### src/rtl/uart_pkg.sv
// Shared types and width helpers for the UART PIPO FIFO.
package uart_pkg;

    localparam int unsigned UART_WORD_W = 16;

    typedef logic [UART_WORD_W-1:0] uart_word_t;

    function automatic int unsigned ptr_w(input int unsigned depth);
        return $clog2(depth);
    endfunction

    function automatic int unsigned cnt_w(input int unsigned depth);
        return $clog2(depth + 1);
    endfunction

endpackage

### src/rtl/uart_fifo_ptr.sv
// Wrapping FIFO pointer with enable, synchronous clear and increment.
module uart_fifo_ptr #(
    parameter int unsigned PTR_W = 3
) (
    input  logic             clk,
    input  logic             rst_n,
    input  logic             en,
    input  logic             clr,
    input  logic             inc,
    output logic [PTR_W-1:0] ptr
);

    logic [PTR_W-1:0] ptr_q;
    logic [PTR_W-1:0] ptr_d;

    always_comb begin
        ptr_d = ptr_q;
        if (en) begin
            if (clr) begin
                ptr_d = '0;
            end else if (inc) begin
                ptr_d = ptr_q + PTR_W'(1);
            end
        end
    end

    always_ff @(posedge clk or negedge rst_n) begin
        if (!rst_n) begin
            ptr_q <= '0;
        end else begin
            ptr_q <= ptr_d;
        end
    end

    assign ptr = ptr_q;

endmodule

### src/rtl/uart_pipo_fifo.sv
// First-word-fall-through FIFO between the UART datapath and the host FSM,
// with occupancy count, full/empty status and sticky overflow/underflow flags.
module uart_pipo_fifo
    import uart_pkg::*;
#(
    parameter int unsigned WORD_LENGTH = 16,
    parameter int unsigned DEPTH       = 8
) (
    input  logic                       clk,
    input  logic                       reset,
    input  logic                       enable,
    input  logic                       Sync_Reset,
    input  logic                       push,
    input  logic [WORD_LENGTH-1:0]     Data_Input,
    input  logic                       pop,
    output logic [WORD_LENGTH-1:0]     Data_Output,
    output logic                       empty,
    output logic                       full,
    output logic [$clog2(DEPTH+1)-1:0] count,
    output logic                       overflow,
    output logic                       underflow
);

    localparam int unsigned PTR_W = ptr_w(DEPTH);
    localparam int unsigned CNT_W = cnt_w(DEPTH);

    logic [WORD_LENGTH-1:0] mem_q [DEPTH];

    logic [PTR_W-1:0] wr_ptr;
    logic [PTR_W-1:0] rd_ptr;
    logic [CNT_W-1:0] count_q;
    logic [CNT_W-1:0] count_d;
    logic             overflow_q;
    logic             overflow_d;
    logic             underflow_q;
    logic             underflow_d;

    logic empty_c;
    logic full_c;
    logic push_acc_c;
    logic pop_acc_c;
    logic wr_en_c;
    logic rd_en_c;
    logic clr_c;

    assign empty_c = (count_q == '0);
    assign full_c  = (count_q == CNT_W'(DEPTH));

    // A push into a full FIFO is still accepted when a pop frees the head slot.
    assign push_acc_c = push && (!full_c || pop);
    assign pop_acc_c  = pop && !empty_c;
    assign clr_c      = enable && Sync_Reset;
    assign wr_en_c    = enable && !Sync_Reset && push_acc_c;
    assign rd_en_c    = enable && !Sync_Reset && pop_acc_c;

    always_comb begin
        count_d     = count_q;
        overflow_d  = overflow_q;
        underflow_d = underflow_q;
        if (enable) begin
            if (Sync_Reset) begin
                count_d     = '0;
                overflow_d  = 1'b0;
                underflow_d = 1'b0;
            end else begin
                count_d = count_q + CNT_W'(push_acc_c) - CNT_W'(pop_acc_c);
                if (push && !pop && full_c) begin
                    overflow_d = 1'b1;
                end
                if (pop && empty_c) begin
                    underflow_d = 1'b1;
                end
            end
        end
    end

    always_ff @(posedge clk or negedge reset) begin
        if (!reset) begin
            count_q     <= '0;
            overflow_q  <= 1'b0;
            underflow_q <= 1'b0;
        end else begin
            count_q     <= count_d;
            overflow_q  <= overflow_d;
            underflow_q <= underflow_d;
        end
    end

    // Storage is intentionally not reset; the empty gate hides stale words.
    always_ff @(posedge clk) begin
        if (wr_en_c) begin
            mem_q[wr_ptr] <= Data_Input;
        end
    end

    uart_fifo_ptr #(.PTR_W(PTR_W)) u_wr_ptr (
        .clk   (clk),
        .rst_n (reset),
        .en    (enable),
        .clr   (clr_c),
        .inc   (wr_en_c),
        .ptr   (wr_ptr)
    );

    uart_fifo_ptr #(.PTR_W(PTR_W)) u_rd_ptr (
        .clk   (clk),
        .rst_n (reset),
        .en    (enable),
        .clr   (clr_c),
        .inc   (rd_en_c),
        .ptr   (rd_ptr)
    );

    assign Data_Output = empty_c ? '0 : mem_q[rd_ptr];
    assign empty       = empty_c;
    assign full        = full_c;
    assign count       = count_q;
    assign overflow    = overflow_q;
    assign underflow   = underflow_q;

endmodule

### config.mk
export PLATFORM = sky130hd
export DESIGN_NAME = uart_pipo_fifo
export DESIGN_NICKNAME = d
export VERILOG_FILES = /design/src/rtl/uart_pkg.sv /design/src/rtl/uart_fifo_ptr.sv /design/src/rtl/uart_pipo_fifo.sv
export SDC_FILE = /design/constraint.sdc
export NUM_CORES = 1
export LEC_CHECK = 0
export CAP_MARGIN = 20
export CORE_MARGIN = 4
export CORE_UTILIZATION = 25
export DETAILED_ROUTE_END_ITERATION = 8
export GPL_ROUTABILITY_DRIVEN = 0
export PLACE_DENSITY = 0.43
export SLEW_MARGIN = 0
export SYNTH_ARGS = -nofsm -noshare
export SYNTH_HDL_FRONTEND = slang
export SYNTH_SLANG_ARGS = --single-unit
### constraint.sdc
create_clock -name clk -period 7.56 [get_ports clk]
set_input_delay 1.512 -clock clk [delete_from_list [all_inputs] [get_ports clk]]
set_output_delay 1.512 -clock clk [all_outputs]
set_load 0.005 [all_outputs]
; ---- Yosys cells after proc, flatten, opt, wreduce, memory -nomap -nowiden
; Memories as Yosys holds them, arrays and structs flattened.
; Index checks and enable logic that the tools add are counted.
[totals]
regBits = 12
latch_bits = 0
ram_bits = 128
romBits = 0
mem_count = 1
[classes]
addsub = 4
multipliers = 0
div = 0
n_lt_le_gt_ge = 0
n_eq_ne = 1
shift = 0
n_mux = 12
n_bitwise = 0
reduce_logical = 23
[mem_list]
columns = memory, depth, width, rd, rd_ports_with_merged_regs, write_ports, line_no
row1 = mem_q, 8, 16, 1, 0, 1, uart_pipo_fifo.sv:27  ; logic [WORD_LENGTH-1:0] mem_q [DEPTH];
[ops]
columns = operator, n
row1 = two-way mux 16 bit, 1
row2 = two-way mux 3 bit, 4
row3 = logical AND 1 bit, 9
row4 = AND reduction 2 bit, 4
row5 = nonzero test 2 bit, 4
row6 = "adder 3 x 1 -> 3 bit, second input constant", 2
row7 = two-way mux 1 bit, 6
row8 = adder 4 x 1 -> 4 bit, 1
row9 = "equality test 4 bit, second input constant", 1
row10 = zero test 1 bit, 4
row11 = zero test 4 bit, 1
row12 = two-way mux 4 bit, 1
row13 = subtractor 4 x 1 -> 4 bit, 1
row14 = logical OR 1 bit, 1

; ---- Depth between registers and ports, before layout
; Gate-level depths: netlist (run 1).
[depth]
depth_word = 7
ltp_mapped = 11
ltp_nobuf = 10

; ---- Hierarchy
; Synthesis (run 1) repeated with hierarchy kept, for this count alone.
[unflattened]
hier_cells = 284
area_unflattened_um2 = 5704.2
[by_module_without_submodules]
columns = module, n_inst, cells_each, area_per_inst_um2, seq_area_each_um2
row1 = uart_pipo_fifo, 1, 248, 5376.4, 3993.8
row2 = uart_fifo_ptr, 2, 18, 163.9, 75.1

; ---- Least setup slack after synthesis (run 1)
; Ideal clock, no wire load.
[synth_timing]
kind = input to register
start = input push
end = memory mem_q[2][0], enable pin
arrival_time_ps = 3100
slack_ps = 4051
cell_stages = 3
path_cell_list = clkbuf_1 -> nand4_1 -> nor3_1
[synth_via]
elab_chain_len = 4
[synth_lines]
columns = element, line_no
row1 = from (decl), uart_pipo_fifo.sv:13  ; input logic push,
row2 = logical AND 1 bit, uart_pipo_fifo.sv:50  ; assign push_acc_c = push && (!full_c || pop);
row3 = logical AND 1 bit, uart_pipo_fifo.sv:53  ; assign wr_en_c = enable && !Sync_Reset && push_acc_c;
row4 = two-way mux 1 bit, uart_pipo_fifo.sv:91  ; if (wr_en_c) begin
row5 = two-way mux 1 bit (implied by the code), uart_pipo_fifo.sv:92  ; mem_q[wr_ptr] <= Data_Input;
row6 = to (decl), uart_pipo_fifo.sv:27
; No other way between the ends.

; ---- Final worst setup path (run 1)
[layout_timing]
start = register u_rd_ptr.ptr_q[0] (netlist: u_rd_ptr.ptr[0])
end = output Data_Output[15]
[layout_via]
elab_chain_len = 2
[layout_lines]
columns = element, line_no
row1 = from (decl), uart_fifo_ptr.sv:13  ; logic [PTR_W-1:0] ptr_q;
row2 = from (signal assigned), uart_fifo_ptr.sv:31  ; ptr_q <= ptr_d;
row3 = memory (8 x 16 bit), -
row4 = two-way mux 16 bit, uart_pipo_fifo.sv:114  ; assign Data_Output = empty_c ? '0 : mem_q[rd_ptr];
row5 = to (decl), uart_pipo_fifo.sv:16  ; output logic [WORD_LENGTH-1:0] Data_Output,
; No other way between the ends.

==> flow_summary.json, run 1 <==
{
  "cts_resized": 0,
  "maxSlewHeadroom": 0.474,
  "start_util": 0.257,
  "grt-ovfl-total": 0,
  "ys_async_sr_fraction": 0.0857,
  "hold_viol": 0,
  "coreArea_mm2": 0.0221,
  "r2r_end": "count[1]",
  "fill_cells": 2104,
  "min_period_ns": 4.35,
  "drt_iter0_drc": 161,
  "clock_latency_ns": 0.41,
  "seq_area_mm2": 0.00415,
  "cts_tree": "done",
  "ctsLongestPathBuffers": 2,
  "boundaryPins": 46,
  "rows": 54,
  "max-vdd-ir-drop_mv": 0.149,
  "hold_class": "register to register",
  "via_per_inst": 4.48,
  "antenna_cells": 0,
  "syn_inst": 288,
  "ys_types": 38,
  "cp-start-kind": "register",
  "synth-seq-cells": 140,
  "holdBufCountCts": 0,
  "drt_first_pass_iters": 4,
  "critPathKind": "register to output pin",
  "postCtsSetupRepairBufs": 0,
  "final_core_util": 0.324,
  "reg2reg_setup_slack_ns": 4.84,
  "clk_pin_slew_ns": 0.06,
  "synth-edff-count": 128,
  "multi_input_area_mm2": 0.00140,
  "syn_avg_cell_area_um2": 19.7,
  "antenna_found_initial": 0,
  "finalPower_mw": 2.58,
  "rsz0062_at_grt": "no",
  "cp.arrival_ns": 2.84,
  "grt_pass1_wl_mm": 18.7,
  "chipWidth_um": 159,
  "netlist_area_mm2": 0.00567,
  "nets": 379,
  "power_density_mw_per_mm2": 361,
  "path_max_fanout": 26,
  "routed_wirelength_mm": 12.2,
  "synth_ff_type": "edfxtp_1",
  "syn-num-nets": 319,
  "outcome": "completed",
  "layout_commonest_cell": "edfxtp_1",
  "fin_tns_setup_ns": 0,
  "wl_per_cell_um": 19.0,
  "syn_to_final_growth_pct": 26.2,
  "dieArea_mm2": 0.0252,
  "synth_warnings": 0,
  "drv_slew": 0,
  "via_count": 2874,
  "maxCapViolations": 0,
  "timing.fmax_mhz": 230,
  "portBuffers": 45,
  "ant_nets": 0,
  "hold_depth": 2,
  "required_ns": 6.05,
  "clock-skew-final_ns": 0.00795,
  "grt_usage": 0.104,
  "min_to": "underflow",
  "numClockSinks": 140,
  "drive_gt1_frac": 0.213,
  "drc": 0,
  "numCtsBuffers": 17,
  "r2r_start": "count[2]",
  "finalSetupViolCount": 0,
  "ys_seq_area_frac": 0.731,
  "chipHeight_um": 159,
  "htreeDepth": 4,
  "final_cell_mix": "128 x edfxtp_1, 45 x clkdlybuf4s50_1, 32 x mux4_2",
  "post-route-period-util": 0.575,
  "r2r_cells": 10,
  "cts_root_buf": "clkbuf_16",
  "grt_pass1_vias": 3051,
  "worstMarginPinSlew_ns": 0.787,
  "worstHoldStart": "underflow",
  "leakage_nw": 2.33,
  "grt_max_degree": 27,
  "dp_hpwl_mm": 7.02,
  "crit_path_end_kind": "output pin"
}
## worst max-delay path, stage by stage (launching register included)
cell	delay [ns]
dfrtp_2	0.57
buf_4	0.54
mux4_2	0.58
a22o_1	0.27
clkdlybuf4s50_1	0.45
## routing by layer
metal,vias up,share of wire,global-route usage
met5,-,0,0
met4,0,0.015,0.0414
met3,13,0.039,0.0261
met2,50,0.50,0.168
met1,1507,0.44,0.135
li1,1304,-,-
## cell usage after synthesis (2+ instances only)
cell type | n | area, um2
buf_2 | 5 | 25.0
nand2b_1 | 6 | 37.5
nand3_1 | 2 | 10.0
o311ai_0 | 2 | 17.5
nand3b_1 | 3 | 22.5
nand4b_1 | 2 | 17.5
nand4_1 | 4 | 25.0
dfrtp_1 | 12 | 300
clkbuf_1 | 6 | 22.5
a22o_1 | 16 | 140
mux4_2 | 32 | 721
a21oi_1 | 3 | 15.0
nor3_1 | 2 | 10.0
edfxtp_1 | 128 | 3840
o21ai_0 | 3 | 15.0
ha_1 | 8 | 100
a211o_1 | 2 | 17.5
inv_1 | 11 | 41.3
nand2_1 | 5 | 18.8
nor2b_1 | 4 | 25.0
a41oi_1 | 2 | 17.5
nor2_1 | 11 | 41.3
buf_6 | 4 | 45.0
## layout make-up
type / instances / area share
timing repair buffer: 57 / 0.0756
sequential: 140 / 0.579
clock buffer: 20 / 0.0610
tap: 280 / 0.0490
multi-input combinational: 121 / 0.196
clock inverter: 12 / 0.0338
inverter: 11 / 0.00577
## worst max-delay path by stage
stage	end	startpoint	slack, ns	depth (start not counted)
final	Data_Output[15]	u_rd_ptr.ptr[0]	3.21	4
after global routing	Data_Output[15]	u_rd_ptr.ptr[0]	3.00	4
after CTS	Data_Output[15]	u_rd_ptr.ptr[0]	3.09	4
after detailed placement	count[1]	pop	3.47	9
after global placement	count[1]	pop	3.53	9
after floorplan	mem_q[2][0]	push	4.05	3
## cells by family after synthesis
logic type | Yosys count | synth area share
XOR/XNOR | 1 | 0.00154
AO/OA/AOI/OAI | 35 | 0.0508
flip-flops | 140 | 0.731
AND/OR/NAND/NOR | 44 | 0.0444
buffers and inverters | 27 | 0.0243
multiplexers | 32 | 0.127
adder cells (fa/ha/maj) | 9 | 0.0212
## flip-flops by register name, indices dropped and copies added, names as in the netlist
| register | flops |
|---|---|
| mem_q | 128 |
| count | 4 |
| u_rd_ptr.ptr | 3 |
| u_wr_ptr.ptr | 3 |
| overflow | 1 |
| underflow | 1 |
## per-stage QoR
step	hold slack (ns)	area [um2]	cells	worst slack, ns
6_report	0.539	7150	641	3.21
5_1_grt	0.596	7150	641	3.00
4_1_cts	0.539	7150	641	3.09
3_5_place_dp	0.525	6480	609	3.47
3_3_place_gp	0.512	6480	609	3.53
2_1_floorplan	0.498	5670	288	4.05
## report_power, final
group | switching, mW | internal (mW)
Clock | 0.300 | 0.651
Combinational | 0.312 | 0.396
Sequential | 0.0446 | 0.881
Note: power is estimated with default switching activity, not from simulation.
==> run 2, diff against run 1 <==
Settings changed: PLACE_DENSITY 0.43 to 0.44.
Clock period 7.56 ns to 3.7 ns, I/O delays scaled along.
==> run 2 against run 1 <==
Compared with the run above: sequential share of layout area increased by 0.52 points; clock-buffer cell count decreased by 2; first-iteration DRC count decreased by 21%; cell count increased by 0.62%; combinational power increased by 110%; flip-flop and latch count unchanged; worst setup slack got worse by 2.9 ns; register-to-register slack got worse by 3.8 ns; highest routed layer unchanged.
==> flow_summary.json, run 2 (synthesis gave the netlist of run 1 again) <==
{
  "antenna_found_initial": 0,
  "cp_cell_sequence": "inv_1 > ha_1 > nor3b_2 > nor2b_1 > buf_4 > a22o_1 > clkdlybuf4s50_1",
  "p_sw_frac": 0.276,
  "power_density_mw_per_mm2": 706,
  "path_max_fanout": 16,
  "maxCapViolations": 0,
  "clock-skew-final_ns": 0.00727,
  "cts_tree": "done",
  "grt_pass1_wl_mm": 18.2,
  "hold_class": "register to register",
  "rsz0062_at_grt": "no",
  "required_ns": 2.96,
  "cts_resized": 0,
  "largest-register": "mem_q",
  "min_period_ns": 3.36,
  "syn_to_final_growth_pct": 25.0,
  "postCtsSetupRepairBufs": 0,
  "drv_slew": 0,
  "slowest_delay_ns": 0.47,
  "drt_iter0_drc": 127,
  "route.met2.wl_mm": 5.89,
  "routed_wirelength_mm": 11.9,
  "crit_family": "buffers and inverters",
  "outcome": "completed",
  "numClockSinks": 140,
  "route.met3.wl_um": 347,
  "grt_max_degree": 26,
  "place_inst": 613,
  "timing.critical_path.buf_inv": 3,
  "via_per_inst": 4.39,
  "holdBufCountCts": 0,
  "grt_pass1_vias": 3095,
  "internal-power_mw": 3.62,
  "clkPwrFrac": 0.327,
  "holdWs_ns": 0.544,
  "via_count": 2833,
  "rows": 54,
  "dieArea_mm2": 0.0252,
  "finalSetupViolCount": 0,
  "dp_hpwl_mm": 7.02,
  "timing.fmax_mhz": 298,
  "layout_commonest_cell": "edfxtp_1",
  "chipWidth_um": 159,
  "p_sw_mw": 1.38,
  "hold_viol": 0,
  "leakage_nw": 2.30,
  "maxSlewHeadroom": 0.589,
  "htreeDepth": 4,
  "reg2reg_setup_slack_ns": 1.06,
  "clk_pin_slew_ns": 0.05,
  "drt_first_pass_iters": 4,
  "drive_gt1_frac": 0.227,
  "worstMarginPinSlew_ns": 0.614,
  "grt-ovfl-total": 0,
  "finalPower_mw": 5.01,
  "multi_input_area_mm2": 0.00140,
  "portBuffers": 45,
  "clock_latency_ns": 0.41,
  "wl_met1_mm": 5.48,
  "boundaryPins": 46,
  "fin_cells": 645,
  "top_layer": "met4",
  "grt_usage": 0.100,
  "share_comb_of_total_power": 0.302,
  "drc": 0,
  "antenna_cells": 0,
  "fill_cells": 2114,
  "wl_per_cell_um": 18.4,
  "nets": 383,
  "coreArea_mm2": 0.0221,
  "final_cell_area_mm2": 0.00709,
  "cts_root_buf": "clkbuf_16",
  "seqPwrFrac": 0.371,
  "cp.arrival_ns": 2.62,
  "crit_path_end_kind": "output pin",
  "placed_cell_area_mm2": 0.00652,
  "ant_nets": 0,
  "chipHeight_um": 159,
  "seq_area_mm2": 0.00415,
  "critPathKind": "register to output pin",
  "numCtsBuffers": 17,
  "ctsLongestPathBuffers": 2,
  "largest_reg_flops": 128,
  "post-route-period-util": 0.907,
  "fin_tns_setup_ns": 0,
  "start_util": 0.257,
  "max-vdd-ir-drop_mv": 0.288,
  "final_cell_mix": "128 x edfxtp_1, 45 x clkdlybuf4s50_1, 32 x mux4_2",
  "cp-start-kind": "register",
  "slowest_stage": "nor3b_2"
}
## run 2: cell types whose count changed in the layout (fill, tap and decap cells not counted)
cell,delta
buf_4,+3
buf_12,+1
bufinv_16,-5
clkinvlp_4,+2
inv_6,+3
clkinv_2,+2
clkbuf_1,-2
## run 2: tightest hold or removal path, cell delays in order (launching register included)
cell	delay [ns]
dfrtp_1	0.39
nand2b_1	0.07
nand3_1	0.06
## run 2: stage by stage
step           setup slack, ns   util
2_1_floorplan            0.963      -
3_3_place_gp             0.494  0.295
3_5_place_dp             0.435  0.295
4_1_cts                  0.257  0.321
5_1_grt                  0.102  0.321
6_report                 0.344  0.321
## run 2: power by group through the flow
stage	registers, mW	clock network [mW]	logic (mW)
after global placement	1.89	0	1.55
after CTS	1.86	1.68	1.57
final	1.86	1.64	1.51
after global routing	1.86	1.75	1.66
after detailed placement	1.89	0	1.56
after floorplan	1.87	0	0.859
## run 2: layer usage
layer / track usage / up-vias
li1: - / 1314
met5: 0 / -
met3: 0.0256 / 14
met4: 0.0414 / 0
met2: 0.163 / 49
met1: 0.128 / 1456
## run 2: area by class of cell
cell class	count	share of cell area
well taps	280	0.0494
repair buffers	61	0.0822
flip-flops and latches	140	0.585
multi-input cells	121	0.197
inverters	11	0.00582
clock inverters	14	0.0201
clock buffers	18	0.0605
## run 2: path summary, 6_finish.rpt
path,depth (start not counted),endpoint,startpoint
min,2,u_rd_ptr.ptr[2],u_rd_ptr.ptr[2]
max reg2reg,10,count[1],count[2]
max in group asynchronous,1,u_rd_ptr.ptr[0],reset
min reg2reg,2,u_rd_ptr.ptr[2],u_rd_ptr.ptr[2]
min in group asynchronous,1,overflow,reset
max,7,Data_Output[13],count[2]
==> run 3, diff against run 2 <==
==> constraint.sdc (replaced) <==
create_clock -name clk -period 3.7 [get_ports clk]
set_input_delay 0.37 -clock clk [delete_from_list [all_inputs] [get_ports clk]]
set_output_delay 0.37 -clock clk [all_outputs]
set_load 0.005 [all_outputs]
==> run 3 against run 2 <==
Compared with the run above: die area did not move; flip-flop and latch count did not move; cell count fell by 0.31%; core utilization rose by 0.074 points; first-iteration DRC count fell by 3.1%; clock skew fell by 0.0012 ns; clock-buffer cell count fell by 1; sequential share of layout area fell by 0.13 points; hold slack got worse by 0.19 ns; fmax rose by 11%; final area rose by 0.23%; non-clock buffer count fell by 1; critical endpoint is now Data_Output[1]; largest cell class unchanged.
==> flow_summary.json, run 3 (synthesis gave the netlist of run 1 again) <==
{
  "layout_commonest_cell": "edfxtp_1",
  "drv_slew": 0,
  "postCtsSetupRepairBufs": 0,
  "holdBufCountCts": 0,
  "ant_nets": 0,
  "drt_first_pass_iters": 4,
  "maxCapViolations": 0,
  "post-route-period-util": 0.819,
  "antenna_cells": 0,
  "required_ns": 3.33,
  "finalSetupViolCount": 0,
  "hold_viol": 0,
  "syn_to_final_growth_pct": 25.3,
  "via_count": 2885,
  "timing.fmax_mhz": 330,
  "drive_gt1_frac": 0.229,
  "power_density_mw_per_mm2": 713,
  "fin_ws_ns": 0.669,
  "htreeDepth": 4,
  "cts_resized": 0,
  "clock-skew-final_ns": 0.00606,
  "slowest_delay_ns": 0.70,
  "path_max_fanout": 15,
  "min_period_ns": 3.03,
  "leakage_nw": 2.31,
  "finalPower_mw": 5.06,
  "cp.arrival_ns": 2.66,
  "grt_pass1_vias": 3098,
  "routed_wirelength_mm": 12.0,
  "clock_latency_ns": 0.41,
  "start_util": 0.257,
  "rows": 54,
  "largest_reg_flops": 128,
  "grt_pass1_wl_mm": 18.2,
  "nets": 382,
  "grt_usage": 0.102,
  "outcome": "completed",
  "cp-start-kind": "register",
  "via_per_inst": 4.49,
  "drt_iter0_drc": 123,
  "critPathKind": "register to output pin",
  "clk_pin_slew_ns": 0.06,
  "pre_cts_ws_ns": 0.816,
  "boundaryPins": 46,
  "worstMarginPinSlew_ns": 0.645,
  "slowest_stage": "dfrtp_2",
  "crit_path_end_kind": "output pin",
  "final_cell_mix": "128 x edfxtp_1, 45 x clkdlybuf4s50_1, 32 x mux4_2",
  "max-vdd-ir-drop_mv": 0.223,
  "wl_per_cell_um": 18.7,
  "crit_family": "buffers and inverters",
  "coreArea_mm2": 0.0221,
  "grt_max_degree": 33,
  "cts_tree": "done",
  "grt-ovfl-total": 0,
  "numCtsBuffers": 17,
  "dp_hpwl_mm": 6.99,
  "chipHeight_um": 159,
  "chipWidth_um": 159,
  "antenna_found_initial": 0,
  "dieArea_mm2": 0.0252,
  "rsz0062_at_grt": "no",
  "numClockSinks": 140,
  "largest-register": "mem_q",
  "cp_cell_sequence": "buf_4 > mux4_2 > a22o_1 > clkdlybuf4s50_1",
  "cts_root_buf": "clkbuf_16",
  "timing.critical_path.buf_inv": 2,
  "ctsLongestPathBuffers": 2,
  "hold_class": "primary input to asynchronous set/reset pin",
  "maxSlewHeadroom": 0.569,
  "fin_tns_setup_ns": 0,
  "portBuffers": 45,
  "drc": 0,
  "fill_cells": 2106
}
-- run 3: changes by cell type in the layout (fill, tap and decap cells not counted), sizes merged --
cell / delta
buf: -1
bufinv: +1
clkbuf: -1
clkinv: -1
clkinvlp: +1
inv: -1
-- run 3: cell type report --
class	count	area (um2)	share of cell area
sequential	140	4150	0.583
multi-input combinational	121	1400	0.197
timing repair buffer	60	576	0.0810
clock buffer	17	425	0.0599
tap	280	350	0.0493
clock inverter	14	170	0.0239
inverter	11	41.3	0.00581
-- run 3: report_power, final --
part           internal, mW  switching (mW)
Combinational         0.829           0.648
Sequential             1.80          0.0910
Clock                  1.06           0.639
Total                  3.69            1.38
-- run 3: final timing paths --
kind | endpoint | from | depth (start not counted) | slack [ns]
max in group asynchronous | u_rd_ptr.ptr[0] | reset | 1 | 2.89
worst min register to register | u_rd_ptr.ptr[2] | u_rd_ptr.ptr[2] | 2 | 0.54
min in group clk | u_rd_ptr.ptr[2] | u_rd_ptr.ptr[2] | 2 | 0.54
worst min-delay path | count[3] | reset | 1 | 0.36
worst max register to register | count[1] | count[2] | 10 | 1.07
worst max-delay path | Data_Output[1] | u_rd_ptr.ptr[0] | 4 | 0.67
-- run 3: worst reg2reg max path: stages (launching register included) --
cell and delay (ns):
dfrtp_1 0.38, inv_1 0.12, ha_1 0.20, or4b_1 0.59, nand2_1 0.17, ha_1 0.24, inv_1 0.06, ha_1 0.17
fa_1 0.42, nand3b_1 0.09, o21ai_0 0.07
-- run 3: metal layers --
| metal | routed length [um] | GRT usage |
|---|---|---|
| met5 | 0 | 0 |
| met4 | 136 | 0.0353 |
| met3 | 424 | 0.0285 |
| met2 | 5910 | 0.161 |
| met1 | 5580 | 0.134 |
-- run 3: stage by stage --
step	util	hold slack, ns	cells	cell area, um2
3_5_place_dp	0.295	0.532	612	6510
4_1_cts	0.322	0.367	643	7110
6_report	0.322	0.358	643	7110
2_1_floorplan	-	0.0744	288	5670
3_3_place_gp	0.295	0.513	612	6510
5_1_grt	0.322	0.381	643	7110
